## src/rtl/snake_step_engine.sv

```systemverilog
// Snake body controller: owns the circular body store, steps the head, detects
// wall and self collisions, and streams erase / repaint / draw-head pixels.
module snake_step_engine #(
    parameter int GRID_W   = 40,
    parameter int GRID_H   = 30,
    parameter int BLOCK    = 2,
    parameter int X_W      = 8,
    parameter int Y_W      = 7,
    parameter int MAX_LEN  = 64,
    parameter int INIT_LEN = 4,
    parameter int START_X  = 10,
    parameter int START_Y  = 10,
    parameter int WRAP     = 1
) (
    input  logic                         clk,
    input  logic                         rst,
    input  logic                         go,
    input  logic [1:0]                   dir,
    input  logic                         grow,
    input  logic [2:0]                   colour_in,
    output logic                         plot,
    output logic [X_W-1:0]               x_out,
    output logic [Y_W-1:0]               y_out,
    output logic [2:0]                   colour_out,
    output logic                         busy,
    output logic                         dead,
    output logic [$clog2(MAX_LEN+1)-1:0] length
);
    localparam int PTR_W = $clog2(MAX_LEN);
    localparam int LEN_W = $clog2(MAX_LEN + 1);
    localparam int BB    = BLOCK * BLOCK;
    localparam int D_W   = (BB > 1) ? $clog2(BB) : 1;
    localparam int BS    = $clog2(BLOCK);
    localparam logic [D_W-1:0] D_LAST   = D_W'(BB - 1);
    localparam logic [D_W-1:0] COL_MASK = D_W'(BLOCK - 1);
    localparam logic [X_W-1:0] X_MAX    = X_W'(GRID_W - 1);
    localparam logic [Y_W-1:0] Y_MAX    = Y_W'(GRID_H - 1);
    localparam logic [X_W-1:0] X_ONE    = X_W'(1);
    localparam logic [Y_W-1:0] Y_ONE    = Y_W'(1);
    localparam logic [2:0]     HEAD_C   = 3'b100;
    localparam logic [2:0]     ERASE_C  = 3'b000;

    typedef enum logic [3:0] {
        S_INIT_LOAD = 4'd0, S_INIT_DRAW = 4'd1, S_IDLE   = 4'd2,
        S_CALC      = 4'd3, S_CHECK     = 4'd4, S_ERASE  = 4'd5,
        S_REPAINT   = 4'd6, S_DRAW_HEAD = 4'd7, S_DEAD   = 4'd8
    } state_t;

    state_t           state_r;
    logic [LEN_W-1:0] k_r;
    logic [D_W-1:0]   d_r;
    logic [PTR_W-1:0] head_ptr_r;
    logic [1:0]       heading_r;
    logic             eff_grow_r;
    logic             hit_r;
    logic [X_W-1:0]   nh_x_r;
    logic [Y_W-1:0]   nh_y_r;
    logic [X_W-1:0]   store_x_r [MAX_LEN];
    logic [Y_W-1:0]   store_y_r [MAX_LEN];

    logic [X_W-1:0]   head_x_s, nx_s, cell_x_s, pix_x_s, wr_x_s;
    logic [Y_W-1:0]   head_y_s, ny_s, cell_y_s, pix_y_s, wr_y_s;
    logic             wall_s, match_s, reverse_s, wr_en_s;
    logic [LEN_W-1:0] len_m1_s;
    logic [PTR_W-1:0] rd_idx_s, tail_idx_s, wr_idx_s;
    logic [2:0]       pix_c_s;

    assign len_m1_s   = length - LEN_W'(1);
    assign rd_idx_s   = head_ptr_r - k_r[PTR_W-1:0];
    assign tail_idx_s = head_ptr_r - len_m1_s[PTR_W-1:0];
    assign reverse_s  = (dir[1] == heading_r[1]) && (dir[0] != heading_r[0]);
    // The tail only counts as an obstacle when it is not about to vacate.
    assign match_s    = (store_x_r[rd_idx_s] == nh_x_r) && (store_y_r[rd_idx_s] == nh_y_r)
                        && !((k_r == len_m1_s) && !eff_grow_r);

    // Next head cell and edge detection for the current heading.
    always_comb begin
        head_x_s = store_x_r[head_ptr_r];
        head_y_s = store_y_r[head_ptr_r];
        nx_s     = head_x_s;
        ny_s     = head_y_s;
        wall_s   = 1'b0;
        case (heading_r)
            2'd0: begin wall_s = (head_x_s == X_MAX);         nx_s = wall_s ? {X_W{1'b0}} : head_x_s + X_ONE; end
            2'd1: begin wall_s = (head_x_s == {X_W{1'b0}});   nx_s = wall_s ? X_MAX : head_x_s - X_ONE;       end
            2'd2: begin wall_s = (head_y_s == Y_MAX);         ny_s = wall_s ? {Y_W{1'b0}} : head_y_s + Y_ONE; end
            2'd3: begin wall_s = (head_y_s == {Y_W{1'b0}});   ny_s = wall_s ? Y_MAX : head_y_s - Y_ONE;       end
            default: wall_s = 1'b0;
        endcase
    end

    // Selects the cell and colour of the block currently being drawn.
    always_comb begin
        cell_x_s = {X_W{1'b0}};
        cell_y_s = {Y_W{1'b0}};
        pix_c_s  = ERASE_C;
        case (state_r)
            S_INIT_DRAW: begin
                cell_x_s = store_x_r[rd_idx_s];
                cell_y_s = store_y_r[rd_idx_s];
                pix_c_s  = (k_r == LEN_W'(0)) ? HEAD_C : colour_in;
            end
            S_ERASE:     begin cell_x_s = store_x_r[tail_idx_s]; cell_y_s = store_y_r[tail_idx_s]; pix_c_s = ERASE_C; end
            S_REPAINT:   begin cell_x_s = store_x_r[head_ptr_r]; cell_y_s = store_y_r[head_ptr_r]; pix_c_s = colour_in; end
            S_DRAW_HEAD: begin cell_x_s = nh_x_r; cell_y_s = nh_y_r; pix_c_s = HEAD_C; end
            default:     begin cell_x_s = {X_W{1'b0}}; cell_y_s = {Y_W{1'b0}}; pix_c_s = ERASE_C; end
        endcase
        pix_x_s = (cell_x_s << BS) + X_W'(d_r & COL_MASK);
        pix_y_s = (cell_y_s << BS) + Y_W'(d_r >> BS);
    end

    // Store write port: initial body load, then new head on DRAW_HEAD entry.
    always_comb begin
        wr_en_s  = 1'b0;
        wr_idx_s = {PTR_W{1'b0}};
        wr_x_s   = {X_W{1'b0}};
        wr_y_s   = {Y_W{1'b0}};
        if (state_r == S_INIT_LOAD) begin
            wr_en_s  = 1'b1;
            wr_idx_s = PTR_W'(INIT_LEN - 1) - k_r[PTR_W-1:0];
            wr_x_s   = X_W'(START_X) - X_W'(k_r);
            wr_y_s   = Y_W'(START_Y);
        end else if ((state_r == S_REPAINT) && (d_r == D_LAST)) begin
            wr_en_s  = 1'b1;
            wr_idx_s = head_ptr_r + PTR_W'(1);
            wr_x_s   = nh_x_r;
            wr_y_s   = nh_y_r;
        end else begin
            wr_en_s  = 1'b0;
        end
    end

    // Body coordinate store.
    always_ff @(posedge clk) begin
        if (wr_en_s) begin
            store_x_r[wr_idx_s] <= wr_x_s;
            store_y_r[wr_idx_s] <= wr_y_s;
        end
    end

    // Step controller with registered pixel stream and status outputs.
    always_ff @(posedge clk or negedge rst) begin
        if (!rst) begin
            state_r    <= S_INIT_LOAD;
            k_r        <= {LEN_W{1'b0}};
            d_r        <= {D_W{1'b0}};
            head_ptr_r <= {PTR_W{1'b0}};
            heading_r  <= 2'd0;
            eff_grow_r <= 1'b0;
            hit_r      <= 1'b0;
            nh_x_r     <= {X_W{1'b0}};
            nh_y_r     <= {Y_W{1'b0}};
            length     <= {LEN_W{1'b0}};
            plot       <= 1'b0;
            x_out      <= {X_W{1'b0}};
            y_out      <= {Y_W{1'b0}};
            colour_out <= 3'b000;
            busy       <= 1'b1;
            dead       <= 1'b0;
        end else begin
            plot <= 1'b0;
            case (state_r)
                S_INIT_LOAD: begin
                    if (k_r == LEN_W'(INIT_LEN - 1)) begin
                        k_r        <= {LEN_W{1'b0}};
                        d_r        <= {D_W{1'b0}};
                        head_ptr_r <= PTR_W'(INIT_LEN - 1);
                        length     <= LEN_W'(INIT_LEN);
                        heading_r  <= 2'd0;
                        state_r    <= S_INIT_DRAW;
                    end else begin
                        k_r <= k_r + LEN_W'(1);
                    end
                end
                S_INIT_DRAW, S_ERASE, S_REPAINT, S_DRAW_HEAD: begin
                    plot       <= 1'b1;
                    x_out      <= pix_x_s;
                    y_out      <= pix_y_s;
                    colour_out <= pix_c_s;
                    if (d_r == D_LAST) begin
                        d_r <= {D_W{1'b0}};
                        case (state_r)
                            S_INIT_DRAW: begin
                                if (k_r == LEN_W'(INIT_LEN - 1)) begin
                                    k_r     <= {LEN_W{1'b0}};
                                    busy    <= 1'b0;
                                    state_r <= S_IDLE;
                                end else begin
                                    k_r <= k_r + LEN_W'(1);
                                end
                            end
                            S_ERASE:   state_r <= S_REPAINT;
                            S_REPAINT: begin
                                head_ptr_r <= head_ptr_r + PTR_W'(1);
                                length     <= length + LEN_W'(eff_grow_r);
                                state_r    <= S_DRAW_HEAD;
                            end
                            S_DRAW_HEAD: begin
                                busy    <= 1'b0;
                                state_r <= S_IDLE;
                            end
                            default: state_r <= S_INIT_LOAD;
                        endcase
                    end else begin
                        d_r <= d_r + D_W'(1);
                    end
                end
                S_IDLE: begin
                    if (go) begin
                        heading_r  <= reverse_s ? heading_r : dir;
                        eff_grow_r <= grow && (length < LEN_W'(MAX_LEN));
                        busy       <= 1'b1;
                        state_r    <= S_CALC;
                    end
                end
                S_CALC: begin
                    if (wall_s && (WRAP == 32'sd0)) begin
                        dead    <= 1'b1;
                        busy    <= 1'b0;
                        state_r <= S_DEAD;
                    end else begin
                        nh_x_r  <= nx_s;
                        nh_y_r  <= ny_s;
                        k_r     <= {LEN_W{1'b0}};
                        hit_r   <= 1'b0;
                        state_r <= S_CHECK;
                    end
                end
                S_CHECK: begin
                    if (k_r == len_m1_s) begin
                        k_r <= {LEN_W{1'b0}};
                        d_r <= {D_W{1'b0}};
                        if (hit_r || match_s) begin
                            dead    <= 1'b1;
                            busy    <= 1'b0;
                            state_r <= S_DEAD;
                        end else if (eff_grow_r) begin
                            state_r <= S_REPAINT;
                        end else begin
                            state_r <= S_ERASE;
                        end
                    end else begin
                        hit_r <= hit_r | match_s;
                        k_r   <= k_r + LEN_W'(1);
                    end
                end
                S_DEAD: begin
                    dead <= 1'b1;
                    busy <= 1'b0;
                end
                default: begin
                    busy    <= 1'b1;
                    state_r <= S_INIT_LOAD;
                end
            endcase
        end
    end
endmodule

```

## config.mk

```make
export PLATFORM = sky130hd
export DESIGN_NAME = snake_step_engine
export DESIGN_NICKNAME = d
export VERILOG_FILES = /design/src/rtl/snake_step_engine.sv
export SDC_FILE = /design/constraint.sdc
export NUM_CORES = 2
export LEC_CHECK = 0
export ABC_AREA = 1
export BUFFER_PORTS_ARGS = -buffer_cell sky130_fd_sc_hd__buf_2
export CAP_MARGIN = 30
export CELL_PAD_IN_SITES_DETAIL_PLACEMENT = 2
export CELL_PAD_IN_SITES_GLOBAL_PLACEMENT = 2
export CORE_MARGIN = 1.5
export CORE_UTILIZATION = 36
export DETAILED_ROUTE_END_ITERATION = 8
export HOLD_SLACK_MARGIN = 0.02
export PLACE_DENSITY_LB_ADDON = 0.05
export SYNTH_ARGS = -nofsm -noshare
export SYNTH_HDL_FRONTEND = slang
export SYNTH_SLANG_ARGS = --single-unit
```

## constraint.sdc

```tcl
create_clock -name clk -period 5 [get_ports clk]
set_clock_uncertainty 0.2 [all_clocks]
set_input_delay 0.25 -clock clk [delete_from_list [all_inputs] [get_ports clk]]
set_output_delay 0.25 -clock clk [all_outputs]
set_load 0.005 [all_outputs]
```

==> results.sh <==
export IMPL_grt_total_usage_pct=39.3
export IMPL_synth_seq_cells=1026
export IMPL_cts_tree="done"
export IMPL_cts_setup_buffers=0
export IMPL_post_dp_hpwl_um=229000
export IMPL_r2r_slack_ps=120
export IMPL_cp_end_kind="flip-flop"
export IMPL_cap_violations=0
export IMPL_cts_root_buf="clkbuf_16"
export IMPL_post_route_min_period_ps=4880
export IMPL_reg2reg_to="state_r[2]"
export IMPL_yosysMostFrequentCell="nand2_1"
export IMPL_min_period_over_period_pct=97.6
export IMPL_final_net_count=7754
export IMPL_core_mm2=0.170
export IMPL_synthToLayoutAreaGrowth_pct=16.3
export IMPL_synth_edf_count=960
export IMPL_cp_max_fo=16
export IMPL_drc_errors=0
export IMPL_yosys_top_cells_area="edfxtp_1 47%, nand2_1 14%, nand3_1 11%"
export IMPL_ys_warn_count=0
export IMPL_synth_top_area_share_pct=46.8
export IMPL_hold_viol=0
export IMPL_grt_pass1_wl_um=493000
export IMPL_arrival_ps=5330
export IMPL_antenna_found_initial=21
export IMPL_vias_per_cell=6.43
export IMPL_clkSinkCount=1026
export IMPL_synth_async_sr_flop_share_pct=6.43
export IMPL_rows=151
export IMPL_die_area_mm2=0.173
export IMPL_cts_buffers=134
export IMPL_die_h_um=416
export IMPL_ios=37
export IMPL_drv_slew=0
export IMPL_syn_area_mm2=0.0615
export IMPL_crit_type="reg2reg"
export IMPL_dr_pass1_iters=6
export IMPL_reg2reg_depth=21
export IMPL_vias=64600
export IMPL_critPathRequiredTime_ps=5450
export IMPL_final_setup_tns_ps=0
export IMPL_syn_num_nets=7726
export IMPL_ys_top_cells_by_count="2287 x nand2_1, 1404 x nand3_1, 960 x edfxtp_1, 594 x o21ai_0, 481 x a21oi_1"
export IMPL_rr_startpoint="k_r[2]"
export IMPL_grt_max_degree=150
export IMPL_drt_wirelength_per_cell_um=34.6
export IMPL_yosys_area_top_type="edfxtp_1"
export IMPL_worst_slew_pin_transition_ps=1130
export IMPL_holdCritPathClass="in2reg"
export IMPL_syn_avg_cell_area_um2=8.00
export IMPL_max_freq_mhz=205
export IMPL_nFillCells=18900
export IMPL_drtIter0Drc=7869
export IMPL_start_util_pct=36.3
export IMPL_setup_worst_path_start="k_r[2]"
export IMPL_first_global_vias=66600
export IMPL_port_buffers=36
export IMPL_ys_seq_area_share_pct=49.5
export IMPL_grt_remaining_overflow=0
export IMPL_drive_gt1_share_pct=10.3
export IMPL_synth_distinct_cells=57
export IMPL_setup_viol=0
export IMPL_die_w_um=416
export IMPL_rsz0062_at_grt="no"
export IMPL_cp_endpoint="state_r[2]"
export IMPL_clk_path_buf_depth=3
export IMPL_ys_flop_type="edfxtp_1"
export IMPL_htreeDepth=4
export IMPL_gp_congestion=0.971
export IMPL_slew_headroom_pct=24.4
export IMPL_clk_pin_slew_ps=60
export IMPL_status="finished, final reports clean"
export IMPL_clkLatencyLatePin_ps=820
export IMPL_cp_start_kind="flip-flop"
export IMPL_postRouteAntennaNets=0
export IMPL_synthCells=7689
export IMPL_wirelength_um=348000
==> registers in the layout, indices dropped and copies added (netlist names), 3 cells and up <==
| signal | count |
|---|---|
| store_x_r | 512 |
| store_y_r | 448 |
| nh_x_r | 8 |
| x_out | 8 |
| k_r | 7 |
| length | 7 |
| nh_y_r | 7 |
| y_out | 7 |
| head_ptr_r | 6 |
| state_r | 4 |
| colour_out | 3 |
==> critical path, cell delays in order (launching register included) <==
cell and delay [ps]:
dfrtp_1 430, inv_1 110, ha_1 400, a21oi_1 290, nand3_1 170, nand2_4 330
clkinv_2 350, buf_4 340, nand2_1 90, nand3_1 340, nand3_1 250, nand2_1 100
nand2_1 150, nand2_1 70, nor2_1 90, nand2_1 140, nor2_1 180, nand2_1 280
nand3_1 190, nand2_1 80, nand2_1 70, o21ai_1 60
==> through the flow <==
step | instances | cell area, µm² | hold slack (ps) | util (%) | setup WS (ps)
2_1_floorplan | 7689 | 61500 | -246 | - | 353
3_3_place_gp | 9777 | 67000 | -13.6 | 39.5 | 227
3_5_place_dp | 9781 | 67100 | -18.4 | 39.6 | 197
4_1_cts | 10000 | 71500 | 25.3 | 42.1 | 173
5_1_grt | 10000 | 71600 | 98.3 | 42.2 | 11.8
6_report | 10000 | 71600 | 68.3 | 42.2 | 120
==> cell families after synthesis <==
logic type,after synthesis,share of synthesized area [%]
compound gates,1506,14.1
xor+xnor,28,0.411
fa+ha+maj,28,0.594
buf+inv,942,6.79
flops,1026,49.5
simple gates,4159,28.6
==> final cells by class <==
type	instances	area, µm²	share of cell area [%]
Tap cell	2218	2780	3.88
Clock inverter	68	543	0.759
Inverter	332	1320	1.85
Timing Repair Buffer	502	5450	7.62
Sequential cell	1026	30500	42.6
Clock buffer	173	3660	5.11
Antenna cell	3	7.51	0.0105
Multi-Input combinational cell	5721	27300	38.2
==> per-layer routing <==
layer / track usage [%] / routed length (µm)
met5: 0 / 80
met4: 17.9 / 17300
met3: 7.54 / 31500
met2: 60.3 / 153000
met1: 53.6 / 146000
==> how the worst min path moves through the flow <==
stage / depth (start not counted) / from / slack (ps) / endpoint
2_1_floorplan: 0 / rst / -250 / colour_out[0]
3_3_place_gp: 1 / rst / -10 / y_out[3]
3_5_place_dp: 1 / rst / -20 / y_out[3]
4_1_cts: 4 / colour_in[1] / 30 / colour_out[1]
5_1_grt: 4 / colour_in[1] / 100 / colour_out[1]
6_report: 4 / colour_in[1] / 70 / colour_out[1]
==> cell usage in the layout (no fill, tap or decap), drive strengths merged, types with 5 or more instances in the layout <==
cell type	netlist	final
nand2	2298	2298
nand3	1404	1404
edfxtp	960	960
o21ai	620	620
buf	374	486
a21oi	481	481
nor2	383	383
inv	329	332
o211ai	184	184
clkbuf	236	173
dfrtp	65	65
o22ai	58	58
clkinv	3	58
a221oi	34	34
ha	26	26
nand4	23	23
nor3	22	22
a311oi	21	21
xor2	20	20
a32oi	19	19
o221ai	18	18
and3	17	17
a32o	17	17
dlygate4sd3	0	16
o311ai	12	12
a22oi	10	10
a31oi	9	9
xnor2	8	8
bufinv	0	7
o2111ai	6	6
o31ai	5	5
a211oi	5	5
or2	5	5
==> timing repair <==
| item | CTS | global route |
|---|---|---|
| hold buffers | 16 | 0 |
| resized for setup | 0 | 2 |
| endpoints found under the hold margin | 77 | 0 |
| endpoints found under the setup margin | 0 | 6 |
Power is not shown: default switching activity piles up to over one toggle a cycle in this logic, so the estimate is an artifact.
